--- src/rtl/imem_loader.sv ---
// imem_loader: program loader for the 256 x 32 instruction memory.
//
// Accepts a byte stream over a valid/ready handshake, packs every DATA_W/8
// bytes into one big-endian instruction word (first byte in the MSB) and
// writes the words to consecutive addresses starting at base_addr. Addresses
// wrap modulo 2^ADDR_W.
//
// Optional feature, compile-time macro IMEM_LOADER_CKSUM_EN:
//   When defined, an 8-bit running sum of the data bytes is kept. After the
//   last word, one extra checksum byte is accepted. err is raised during the
//   done pulse if (sum + checksum) mod 256 != 0. When undefined, no extra
//   byte is taken and err is tied to 0.
//
// Ports:
//   clk         in   system clock, rising edge
//   nreset      in   asynchronous active-low reset
//   start       in   one-cycle load request, honoured only when idle
//   base_addr   in   first word address, latched on start
//   word_count  in   number of words (clamped to 2^ADDR_W), latched on start
//   byte_in     in   stream byte
//   byte_valid  in   byte_in is valid
//   byte_ready  out  loader accepts byte_in this cycle (state-only decode)
//   mem_we      out  memory write enable, one cycle per word
//   mem_waddr   out  registered write address
//   mem_wdata   out  registered write data
//   busy        out  load in progress
//   done        out  one-cycle end-of-load pulse
//   err         out  checksum error, meaningful only while done=1

module imem_loader #(
    parameter int ADDR_W = 8,
    parameter int DATA_W = 32,
    parameter int CNT_W  = 9
) (
    input  logic              clk,
    input  logic              nreset,
    input  logic              start,
    input  logic [ADDR_W-1:0] base_addr,
    input  logic [CNT_W-1:0]  word_count,
    input  logic [7:0]        byte_in,
    input  logic              byte_valid,
    output logic              byte_ready,
    output logic              mem_we,
    output logic [ADDR_W-1:0] mem_waddr,
    output logic [DATA_W-1:0] mem_wdata,
    output logic              busy,
    output logic              done,
    output logic              err
);

    localparam int BYTES     = DATA_W / 8;
    localparam int IDX_W     = (BYTES > 1) ? $clog2(BYTES) : 1;
    localparam int MAX_WORDS = 2 ** ADDR_W;

    typedef enum logic [2:0] {
        S_IDLE,
        S_COLLECT,
        S_WRITE,
`ifdef IMEM_LOADER_CKSUM_EN
        S_CKSUM,
`endif
        S_DONE
    } state_t;

    state_t            state_q, state_d;
    logic [ADDR_W-1:0] addr_q, addr_d;
    logic [DATA_W-1:0] data_q, data_d;
    logic [IDX_W-1:0]  idx_q, idx_d;
    logic [CNT_W-1:0]  cnt_q, cnt_d;
    logic [CNT_W-1:0]  written_q, written_d;
    logic [CNT_W-1:0]  clamped_count;
    logic              xfer;

`ifdef IMEM_LOADER_CKSUM_EN
    logic [7:0]        sum_q, sum_d;
    logic              err_q, err_d;
    localparam state_t S_LAST = S_CKSUM;
`else
    localparam state_t S_LAST = S_DONE;
`endif

    // Counts above the memory depth would rewrite earlier words, so clamp.
    assign clamped_count = (word_count > CNT_W'(MAX_WORDS)) ? CNT_W'(MAX_WORDS) : word_count;

    // byte_ready is a pure state decode so it never depends on byte_valid.
`ifdef IMEM_LOADER_CKSUM_EN
    assign byte_ready = (state_q == S_COLLECT) || (state_q == S_CKSUM);
    assign err        = (state_q == S_DONE) && err_q;
`else
    assign byte_ready = (state_q == S_COLLECT);
    assign err        = 1'b0;
`endif

    assign xfer      = byte_valid && byte_ready;
    assign busy      = (state_q != S_IDLE);
    assign mem_waddr = addr_q;
    assign mem_wdata = data_q;

    always_comb begin
        state_d   = state_q;
        addr_d    = addr_q;
        data_d    = data_q;
        idx_d     = idx_q;
        cnt_d     = cnt_q;
        written_d = written_q;
        mem_we    = 1'b0;
        done      = 1'b0;
`ifdef IMEM_LOADER_CKSUM_EN
        sum_d     = sum_q;
        err_d     = err_q;
`endif
        case (state_q)
            S_IDLE: begin
                if (start) begin
                    addr_d    = base_addr;
                    cnt_d     = clamped_count;
                    written_d = '0;
                    idx_d     = '0;
`ifdef IMEM_LOADER_CKSUM_EN
                    sum_d     = '0;
                    err_d     = 1'b0;
`endif
                    state_d   = (clamped_count == '0) ? S_LAST : S_COLLECT;
                end
            end
            S_COLLECT: begin
                if (xfer) begin
                    // Shifting left puts the first byte of the group in the MSB.
                    data_d = {data_q[DATA_W-9:0], byte_in};
`ifdef IMEM_LOADER_CKSUM_EN
                    sum_d  = sum_q + byte_in;
`endif
                    if (idx_q == IDX_W'(BYTES - 1)) begin
                        idx_d   = '0;
                        state_d = S_WRITE;
                    end else begin
                        idx_d = idx_q + IDX_W'(1);
                    end
                end
            end
            S_WRITE: begin
                mem_we    = 1'b1;
                // addr_q advances only after the write, keeping it stable under mem_we.
                addr_d    = addr_q + ADDR_W'(1);
                written_d = written_q + CNT_W'(1);
                state_d   = (written_d == cnt_q) ? S_LAST : S_COLLECT;
            end
`ifdef IMEM_LOADER_CKSUM_EN
            S_CKSUM: begin
                if (xfer) begin
                    err_d   = ((sum_q + byte_in) != 8'd0);
                    state_d = S_DONE;
                end
            end
`endif
            S_DONE: begin
                done    = 1'b1;
                state_d = S_IDLE;
            end
            default: state_d = S_IDLE;
        endcase
    end

    always_ff @(posedge clk or negedge nreset) begin
        if (!nreset) begin
            state_q   <= S_IDLE;
            addr_q    <= '0;
            data_q    <= '0;
            idx_q     <= '0;
            cnt_q     <= '0;
            written_q <= '0;
`ifdef IMEM_LOADER_CKSUM_EN
            sum_q     <= '0;
            err_q     <= 1'b0;
`endif
        end else begin
            state_q   <= state_d;
            addr_q    <= addr_d;
            data_q    <= data_d;
            idx_q     <= idx_d;
            cnt_q     <= cnt_d;
            written_q <= written_d;
`ifdef IMEM_LOADER_CKSUM_EN
            sum_q     <= sum_d;
            err_q     <= err_d;
`endif
        end
    end

endmodule

--- config.mk ---
export PLATFORM = sky130hd
export DESIGN_NAME = imem_loader
export DESIGN_NICKNAME = d
export VERILOG_FILES = /design/src/rtl/imem_loader.sv
export SDC_FILE = /design/constraint.sdc
export NUM_CORES = 1
export LEC_CHECK = 0
export BUFFER_PORTS_ARGS = -buffer_cell sky130_fd_sc_hd__buf_2
export CAP_MARGIN = 20
export CORE_MARGIN = 10
export CORE_UTILIZATION = 35
export CTS_BUF_LIST = sky130_fd_sc_hd__clkbuf_4
export DETAILED_ROUTE_END_ITERATION = 7
export HOLD_SLACK_MARGIN = 0.15
export MAX_ROUTING_LAYER = met4
export PLACE_DENSITY = 0.67
export SLEW_MARGIN = 0
export SYNTH_ARGS = -nofsm -noshare
export SYNTH_HDL_FRONTEND = slang
export SYNTH_SLANG_ARGS = --single-unit
--- constraint.sdc ---
create_clock -name clk -period 1.8 [get_ports clk]
set_clock_uncertainty 0.05 [all_clocks]
set_input_delay 0.09 -clock clk [delete_from_list [all_inputs] [get_ports clk]]
set_output_delay 0.09 -clock clk [all_outputs]
set_load 0.005 [all_outputs]
### After elaboration in Yosys (flattened, before gate mapping)

Index checks and enable logic that the tools add are counted.

| storage, ports and cells | value |
|---|---|
| memories | 0 |
| ROM bits | 0 |
| word-level logic and storage cells | 46 |
| output and inout port bits | 45 |
| input bits | 29 |
| latch bits | 0 |
| register bits after elaboration | 63 |
| memory bits (writable) | 0 |

| cells by class | value |
|---|---|
| multiply operators | 0 |
| reductions and logical operators | 11 |
| divide/modulo/power cells | 0 |
| equal/unequal tests | 8 |
| bitwise gates (word level) | 0 |
| mux-type cells | 17 |
| $add $sub $neg | 3 |
| shifts and indexed selects | 0 |
| $lt $le $gt $ge | 1 |

Operators by type and width:

| operator | count |
|---|---|
| $mux 9 | 2 |
| $pmux 9 s2 | 1 |
| $pmux 8 s2 | 1 |
| $mux 2 | 5 |
| $add 9x1->9 const B | 1 |
| $eq 9x9->1 | 1 |
| $gt 9x9->1 const B | 1 |
| $logic_not 9->1 | 1 |
| $mux 3 | 3 |
| $pmux 3 s3 | 1 |
| $add 8x1->8 const B | 1 |
| $mux 8 | 1 |
| $eq 3x2->1 const B | 2 |
| $reduce_and 2->1 | 3 |
| $reduce_and 3->1 | 2 |
| $ne 2x1->1 const B | 2 |
| $pmux 2 s2 | 1 |
| $reduce_bool 2->1 | 2 |
| $eq 3x1->1 const B | 1 |
| $logic_not 3->1 | 1 |
| $reduce_bool 3->1 | 1 |
| $add 2x1->2 const B | 1 |
| $eq 2x2->1 const B | 1 |
| $mux 1 | 2 |
| 2 further kinds | 2 |

### Longest topological paths before layout

Gate-level depths: netlist of the first run.

| depth | value |
|---|---|
| depth after elaboration | 6 |
| gate-level depth with buffers | 7 |
| gate-level depth less buffers | 6 |

### Worst setup path before layout of the first run

OpenSTA, ideal clock, no wires.

| timing path | value |
|---|---|
| kind | register to register |
| start | register written_q[0] |
| end | register state_q[1] |
| cell stages (with the launch flop) | 8 |
| arrival time | 1.700 ns |
| slack | -0.045 ns |
| path buffers | 1 |
| period minus slack after synthesis | 1.845 ns |
| cells stage by stage | dfrtp_1 ha_1 buf_2 nand3_1 or4b_1 a21oi_1 nor2_1 o31ai_1 |

| on the way | value |
|---|---|
| word-level cells in the longest chain between the ends | 4 |

Ends and longest elaborated chain:

| element | RTL line | RTL |
|---|---|---|
| from (decl) | 70 | `logic [CNT_W-1:0] written_q, written_d;` |
| from (signal assigned) | 182 | `written_q <= written_d;` |
| $add 9x1->9 | 145 | `written_d = written_q + CNT_W'(1);` |
| $eq 9x9->1 | 146 | `state_d = (written_d == cnt_q) ? S_LAST : S_COLLECT;` |
| $mux 2 | 146 |  |
| $pmux 3 s3 | 112 | `case (state_q)` |
| to (signal assigned) | 177 | `state_q <= state_d;` |
| to (decl) | 65 | `state_t state_q, state_d;` |

Every way passes these cells.
A chain may end at the register's enable or synchronous reset.

### Final worst setup path of the first run

Same ends and word-level chain as after synthesis.

==> results of run 1 <==
[placed cells by master, fill, tap and decap left out, types with 4 or more instances in the layout]
cell type                       instances
sky130_fd_sc_hd__and3_1                 5
sky130_fd_sc_hd__o21ai_1                5
sky130_fd_sc_hd__nand2_1               30
sky130_fd_sc_hd__o22ai_1                5
sky130_fd_sc_hd__a21oi_1                7
sky130_fd_sc_hd__o21ai_0               20
sky130_fd_sc_hd__nand3_1                7
sky130_fd_sc_hd__nand2b_1               8
sky130_fd_sc_hd__buf_4                 14
sky130_fd_sc_hd__inv_1                  4
sky130_fd_sc_hd__o22a_1                 4
sky130_fd_sc_hd__buf_2                 72
sky130_fd_sc_hd__dlygate4sd3_1         38
sky130_fd_sc_hd__inv_6                  4
sky130_fd_sc_hd__nor2_1                19
sky130_fd_sc_hd__mux2_1                 9
sky130_fd_sc_hd__xor2_1                 6
sky130_fd_sc_hd__dfrtp_1               61
sky130_fd_sc_hd__xnor2_1                4
sky130_fd_sc_hd__clkbuf_4               9
sky130_fd_sc_hd__mux2_2                23
[per-layer routing]
layer | wire length, µm | vias to the layer above
li1 | - | 1223
met1 | 3367 | 1224
met2 | 3776 | 85
met3 | 547 | 6
met4 | 42 | 0
met5 | 0 | -
[kinds of logic after synthesis]
family                     count (synthesis)  share of synthesized area [%]
adders and majority gates                  3                          1.276
buffers and inverters                     20                          2.934
AOI/OAI and AO/OA                         58                          12.20
and+or+nand+nor                           84                          14.20
other                                      1                         0.1274
muxes                                     35                          13.27
DFF                                       62                          52.72
xor gates and xnor gates                  11                          3.274
[how the worst max path moves through the flow]
stage | start | end
CTS | written_q[0]$_DFFE_PN0P_ | state_q[1]$_DFFE_PN0P_
detailed placement | written_q[1]$_DFFE_PN0P_ | state_q[1]$_DFFE_PN0P_
floorplan | written_q[0]$_DFFE_PN0P_ | state_q[1]$_DFFE_PN0P_
global placement | written_q[0]$_DFFE_PN0P_ | state_q[1]$_DFFE_PN0P_
global route | written_q[0]$_DFFE_PN0P_ | state_q[1]$_DFFE_PN0P_
finish | written_q[0]$_DFFE_PN0P_ | state_q[1]$_DFFE_PN0P_
[sequential cells by signal, summed over array words and instances (netlist names)]
name       flops
written_q      9
state_q        2
mem_waddr      8
mem_wdata     32
idx_q          2
cnt_q          9
[cell type report]
type	count	area (µm²)
Timing Repair Buffer	126	885.9
Fill cell	727	4154
Tap cell	105	131.4
Clock inverter	7	55.05
Sequential cell	62	1553
Inverter	5	18.77
Clock buffer	9	67.56
Multi-Input combinational cell	192	1351
[cell usage after synthesis, types with 2 or more instances]
cell type,number
sky130_fd_sc_hd__dfrtp_1,62
sky130_fd_sc_hd__nand2_1,31
sky130_fd_sc_hd__mux2_2,23
sky130_fd_sc_hd__o21ai_0,21
sky130_fd_sc_hd__nor2_1,19
sky130_fd_sc_hd__mux2_1,9
sky130_fd_sc_hd__a21oi_1,8
sky130_fd_sc_hd__clkbuf_1,8
sky130_fd_sc_hd__nand2b_1,8
sky130_fd_sc_hd__nand3_1,8
sky130_fd_sc_hd__buf_2,6
sky130_fd_sc_hd__xor2_1,6
sky130_fd_sc_hd__and3_1,5
sky130_fd_sc_hd__o22ai_1,5
sky130_fd_sc_hd__xnor2_1,5
sky130_fd_sc_hd__inv_1,4
sky130_fd_sc_hd__o21ai_1,4
sky130_fd_sc_hd__o22a_1,4
sky130_fd_sc_hd__o31ai_1,4
sky130_fd_sc_hd__ha_1,3
sky130_fd_sc_hd__mux2i_1,3
sky130_fd_sc_hd__a211oi_1,2
sky130_fd_sc_hd__a21o_1,2
sky130_fd_sc_hd__nor3_1,2
sky130_fd_sc_hd__nor4_1,2
sky130_fd_sc_hd__o41ai_1,2
sky130_fd_sc_hd__or4_1,2
[worst max-delay path, delay by kind of cell, from the launching register on]
family             cells  cell delay [ns]
and+or+nand+nor        3             0.83
AOI/OAI and AO/OA      2             0.32
DFF                    1             0.46
[where the power goes]
part | internal, mW | switching, mW
sequential | 1.96 | 0.430
combinational | 1.14 | 0.973
clock | 0.300 | 0.588
total | 3.40 | 1.99
[repair_timing]
item	CTS	global route
pin swaps	0	4
hold endpoints to repair	89	0
setup endpoints to repair	1	1
hold buffers	38	0
resized for setup	1	10
[per-stage QoR]
| stage | setup TNS [ns] | cells | utilization [%] | setup slack, ns |
|---|---|---|---|---|
| 3_3_place_gp | 0 | 452 | 42.80 | 0.04524 |
| 5_1_grt | -0.06479 | 506 | 49.44 | -0.06479 |
| 6_report | 0 | 506 | 49.44 | 0.06346 |
| 2_1_floorplan | 0 | 274 | - | 0.008742 |
| 4_1_cts | 0 | 506 | 48.96 | 0.002309 |
| 3_5_place_dp | 0 | 452 | 42.80 | 0.009654 |
==> results list, run 1 <==
* Type of the worst setup path: reg2reg
- Routability-driven placement finished with a final weighted congestion of about 0.84.
* Starting utilization of the core area: 35.82%
- Leakage: 1.864 nW
- Of the cells placed in the final design, the portion with a size suffix greater than 1 is 34.66%.
* Setup bufs post-CTS: 0
- Final number of hold-violating endpoints: 0
* Area of the mapped netlist: between 0.002 and 0.003 mm²
- The flow ran to the end, and the final reports show no timing, DRC or antenna violations.
- Global routing consumed, over all layers together, 12.82% of the routing resources.
- Dividing the detail-routed via count by the number of cells gives 5.016.
- The clock drives 62 sinks.
* Netlist cell types: 43
* Total global routing overflow: 0
- Dividing the detail-routed wire length by the instance count gives 15.28 µm.
- The worst register-to-register path ends at state_q[1]$_DFFE_PN0P_.
- Startpoint type of the worst setup path: register
* Fraction of registers with async set/reset: 100.0%
- The startpoint identified for the worst register-to-register timing path is written_q[0]$_DFFE_PN0P_.
- CTS built an H-tree with a depth of 3.
- Setup violations remaining at the end of the flow were counted as 0.
* Final net count: 428
* Die Y-Extent: 111.7 µm
* Maxcap violations: 0
* Antenna violations before repair: 0
- The most used flip-flop cell after synthesis is sky130_fd_sc_hd__dfrtp_1.
- Hold slack: roughly 0.37 ns
- Fin area: a little over 0.004 mm²
- Routed via count: 2538
* Count of antenna-violating nets left after detailed routing: 0
- The Yosys step of the flow raised 0 warnings.
- During I/O placement, the number of pins put on the boundary was 74.
- TritonRoute pass-1 iters: 4
- Endpoint of the worst hold-timing path: mem_wdata[1]$_DFFE_PN0P_
* DIE WIDTH: 111.7 µm
- Area growth syn-to-layout: 38.05%
* Clock edge transition at the registers on the reported setup and hold paths: roughly 0.13 ns
- Slew margin rel.: 35.83%
- Gate Count Post-Synth: approximately 270
- TritonCTS built the clock tree.
- Maximum cell stage delay along the critical path: 0.53 ns
- Root buffer selected by CTS: sky130_fd_sc_hd__clkbuf_4
- The first global-routing pass estimated 12900 µm of wire.
- Launch point of the worst hold path: byte_in[1]
- The count of buffers added on input and output ports is about 70.
- The synthesized design spends more area on one cell type than any other, namely sky130_fd_sc_hd__dfrtp_1.
* Grt met1 use: about 14%
- The setup check on the worst reg-to-reg path leaves a slack of 0.06 ns.
- Dividing total power by cell area gives a power density of between 1000 and 1500 mW/mm².
- Area of the placeable core: 0.008217 mm²
- In this run the mean area of a mapped cell was around 11 µm².
- By area the synthesized netlist is led by sky130_fd_sc_hd__dfrtp_1 (53%), sky130_fd_sc_hd__mux2_2 (8.8%), sky130_fd_sc_hd__nand2_1 (4.0%), sky130_fd_sc_hd__o21ai_0 (3.6%), sky130_fd_sc_hd__mux2_1 (3.4%).
* Detailed placement HPWL: 5497 µm
- The longest clock path from root to sink contains 2 buffers.
- For this run, design rule violations remaining after detail routing come to 0.
* Sequential share of the synthesized area: between 50% and 60%
* Busiest grt layer: met2
- Element type at the critical path end: register
- The synthesized design devotes to its leading area cell type 52.72% of total area.
* Placed cell areas: 0.003517 mm²
* Part of the cycle the worst path needs: between 90 and 100%
* Max IR drop VDD: 0.8369 mV
- Total routed wirelength: 7733 µm
- RSZ-0062 raised after global routing: yes
- The die covers 0.01248 mm².
- Number of global-route vias before repair: 2672
- The number of slew-limit violations in the final report is 0.
* Met3 track demand over resource in global routing: roughly 5.2%
- The floorplan has 33 rows.
- Class of the most critical hold timing path: in2reg
* Total Power: 5.392 mW
- Cells along the critical path: and3_1, or4b_1, a21oi_2, nor2_1, o31ai_2
- EDFF count, synth: 0
- At the pin with the least slew margin, the transition time is approximately 0.96 ns.
- STA puts the critical path data arrival time at between 2 and 2.5 ns.
- Along the worst path, the maximum fanout reaches 4.
- Counting the buffers created by CTS gives 9.
- Minimum clock period after layout: 1.737 ns
- Entering global routing, the biggest net connects 42 pins.
- Nets in the synthesized netlist: 306
- 0 antenna diodes ended up in the layout.
- Maximum frequency from static timing analysis: 575.9 MHz
- Initial DRC count: 68
* Flop and latch count out of synthesis: between 60 and 70
* Routing usage on met2: 20.94%
* Hold Path Stages: 3
- Counting cells, the worst reg-to-reg path comes to 5.
* Required time at the worst-slack endpoint: 2.09 ns
- Later-pin clock latency in the skew report: around 0.4 ns
- Slowest stage cell, crit path: sky130_fd_sc_hd__or4b_1
Power figures use the tool's default switching activity.
==> run 2: changes to the inputs <==
CTS_CLUSTER_SIZE = 14   (was not set)
REMOVE_ABC_BUFFERS = 1   (was not set)
==> results list, run 2 (same netlist as run 1, synthesis figures left out) <==
* Max FFs per register: 32 (unchanged)
- Leaving out fill and tap cells, the most frequent cell in the layout is sky130_fd_sc_hd__buf_2.
* Class of the most critical hold timing path: in2reg
- Setup bufs post-CTS: 0 (unchanged)
- The sum of routed wire length over all layers is 7788 µm (+0.71%).
- Startpoint type of the worst setup path: register
- The final clock period utilization by the worst path came to 97.01% (+0.53 points).
- Slack of the critical path: 0.05386 ns (-0.009605 ns)
- The x dimension of the die is 111.7 µm (unchanged).
- # DRC: 0 (unchanged)
- Clock share of power: 20.5% (+4.0 points)
- Final number of hold-violating endpoints: 0 (unchanged)
* Maximum cell stage delay along the critical path: 0.46 ns (-0.07 ns)
- Later-pin clock latency in the skew report: 0.41 ns (about the same)
- Routed len/inst: 15.42 µm (+0.91%)
* Total negative slack: 0 ns (unchanged)
- The number of I/O pins came to 74 (unchanged).
* Element type at the critical path end: register
- Routed via count: 2524 (-0.55%)
* Start point of the critical path: written_q[1]$_DFFE_PN0P_
- The power spent charging and discharging nets was 2.011 mW (+1.0%).
- Fin area: 0.004119 mm² (+1.4%)
- The detailed placement HPWL is 5365 µm (-2.4%).
- The number of vias per cell came to 4.998 (-0.35%).
- Proportion of power drawn by flip-flops and latches: 42.8% (-1.5 points)
- Maxcap violations: 0 (unchanged)
- Fin. max-slew vios: 0 (unchanged)
- Placed cell areas: 0.003505 mm² (-0.36%)
- The total iterations of the first detailed-routing run is 4 (unchanged).
* Status: complete, no violations
- In the layout the commonest cells are sky130_fd_sc_hd__buf_2 (72), sky130_fd_sc_hd__dfrtp_1 (59), sky130_fd_sc_hd__dlygate4sd3_1 (38).
- Die Footprint: 0.01248 mm² (unchanged)
- Endpoint arrival time on the critical path: 2.01 ns (about the same)
- Count of antenna-violating nets left after detailed routing: 0 (unchanged)
- Reg-to-reg startpoint: written_q[1]$_DFFE_PN0P_
* Combinational power share: 36.7% (-2.5 points)
- The slowest stage of the critical path is the sky130_fd_sc_hd__dfrtp_2 cell.
- Total global routing overflow: 0 (unchanged)
- Hold slack: 0.3936 ns (+0.02331 ns)
- The setup path with the least slack is of type reg2reg.
- # clock sinks: 62 (unchanged)
* Worst setup timing slack at the placement stage: 0.0003947 ns (-0.009259 ns)
* Maximum clock path buffer count: 2 (unchanged)
- TritonCTS built the clock tree.
- RePlAce Congestion: 0.8503 (+1.2%)
- The total internal power was 3.679 mW (+8.1%).
- The number of diodes added for antenna fixing was 0 (unchanged).
- The placeable core region was 0.008217 mm² (unchanged).
- Power density over the cells: 1381 mW/mm² (+4.1%)
- The signal on the critical path passes through ha_4, and3_1, and3_2, xnor2_1, nand3_1, o31ai_2.
- The number of DRC markers in iteration 0 was 94 (+38%).
- Area growth syn-to-layout: 39.97%
- The largest net degree at the start of global routing was 63 (+50%).
- Maximum frequency from static timing analysis: 572.7 MHz (-0.55%)
- Max IR drop VDD: 0.8623 mV (+3.0%)
- Die Y-Extent: 111.7 µm (unchanged)
- The final setup violation count was 0 (unchanged).
* CTS H-Tree Depth: 3 (unchanged)
- The number of nets in the layout is 427 (-0.23%).
* Count of input and output buffers: 72 (unchanged)
- The total CTS buffers was 9 (unchanged).
- The total routing usage reported by global routing is 12.88% (+0.060 points).
- The critical path required time was 2.07 ns (-0.02 ns).
- Layout cell share with drive strength beyond 1: 35.75% (+1.1 points)
- Minimum clock period after layout: 1.746 ns (+0.009606 ns)
- The largest driver fanout on the critical path is 4 (unchanged).
- The via count of the first global-routing pass was 2670 (-0.075%).
* Root buffer selected by CTS: sky130_fd_sc_hd__clkbuf_4
- RSZ-0062 raised after global routing: no
- The worst hold path begins at byte_in[5].
* Reg2Reg Setup Slack: 0.05 ns (about the same)
- Final Core Density: 50.13% (+0.69 points)
* Placement Rows: 33 (unchanged)
* First-pass GRT wire length: 13140 µm (+1.9%)
- Clock edge transition at the registers on the reported setup and hold paths: 0.12 ns (about the same)
- The initial antenna violation count is 0 (unchanged).
- The switching part of the total is 35.34% (-1.6 points).
* Leakage: 1.881 nW (+0.95%)
- Starting utilization of the core area: 35.82% (unchanged)
- Fill cell count: 730 (+0.41%)
[run 2: cell count changes in the layout (fill, tap and decap cells not counted), sizes merged]
| cell | previous run | this run |
|---|---|---|
| bufinv | 0 | 2 |
| inv | 9 | 8 |
| clkinvlp | 2 | 1 |
| buf | 88 | 87 |
[run 2: path summary, 6_finish.rpt]
check | endpoint | depth (start not counted)
setup / recovery | state_q[1]$_DFFE_PN0P_ | 6
hold / removal | mem_wdata[5]$_DFFE_PN0P_ | 3
setup reg to reg | state_q[1]$_DFFE_PN0P_ | 6
hold reg to reg | idx_q[0]$_DFFE_PN0P_ | 1
max in group asynchronous | written_q[8]$_DFFE_PN0P_ | 4
min in group asynchronous | mem_wdata[31]$_DFFE_PN0P_ | 4
[run 2: layout make-up]
| class | instances | area [µm²] | share of cell area [%] |
|---|---|---|---|
| Clock buffer | 9 | 67.56 | 1.640 |
| Clock inverter | 7 | 105.1 | 2.552 |
| Inverter | 5 | 18.77 | 0.4557 |
| Multi-Input combinational cell | 192 | 1359 | 32.99 |
| Sequential cell | 62 | 1555 | 37.76 |
| Tap cell | 105 | 131.4 | 3.190 |
| Timing Repair Buffer | 125 | 882.1 | 21.42 |
[run 2: metal layers]
layer  vias up  track usage, %  wire length, µm
met3         4           3.543              467
met2        79           20.94             3819
met4         0           4.199               41
met5         -               -                0
li1       1223               -                -
met1      1218           15.04             3459
[run 2: power by group through the flow]
stage               clock network, mW  registers [mW]  logic (mW)
detailed placement                  0            2.44        1.99
floorplan                           0            2.41        1.04
global placement                    0            2.40        1.95
global route                     1.28            2.53        2.34
CTS                              1.20            2.41        2.09
finish                           1.16            2.43        2.09
[run 2: timing repair]
item	4_1_cts	5_1_grt
setup endpoints to repair	2	3
resized for setup	3	13
endpoints found under the hold margin	89	0
hold buffers	38	0
pin swaps	0	4
cloned	0	0
[run 2: critical path: cells and delay by family (launching register included)]
family,cells,cell delay (ns)
AOI/OAI and AO/OA,1,0.24
adders and majority gates,1,0.18
xor gates and xnor gates,1,0.17
DFF,1,0.46
and+or+nand+nor,3,0.57
[run 2: per-stage QoR]
| stage | cells | total power [mW] |
|---|---|---|
| after floorplan | 259 | 3.451 |
| after global placement | 451 | 4.352 |
| after detailed placement | 451 | 4.434 |
| after CTS | 505 | 5.708 |
| after global routing | 505 | 6.148 |
| final | 505 | 5.689 |
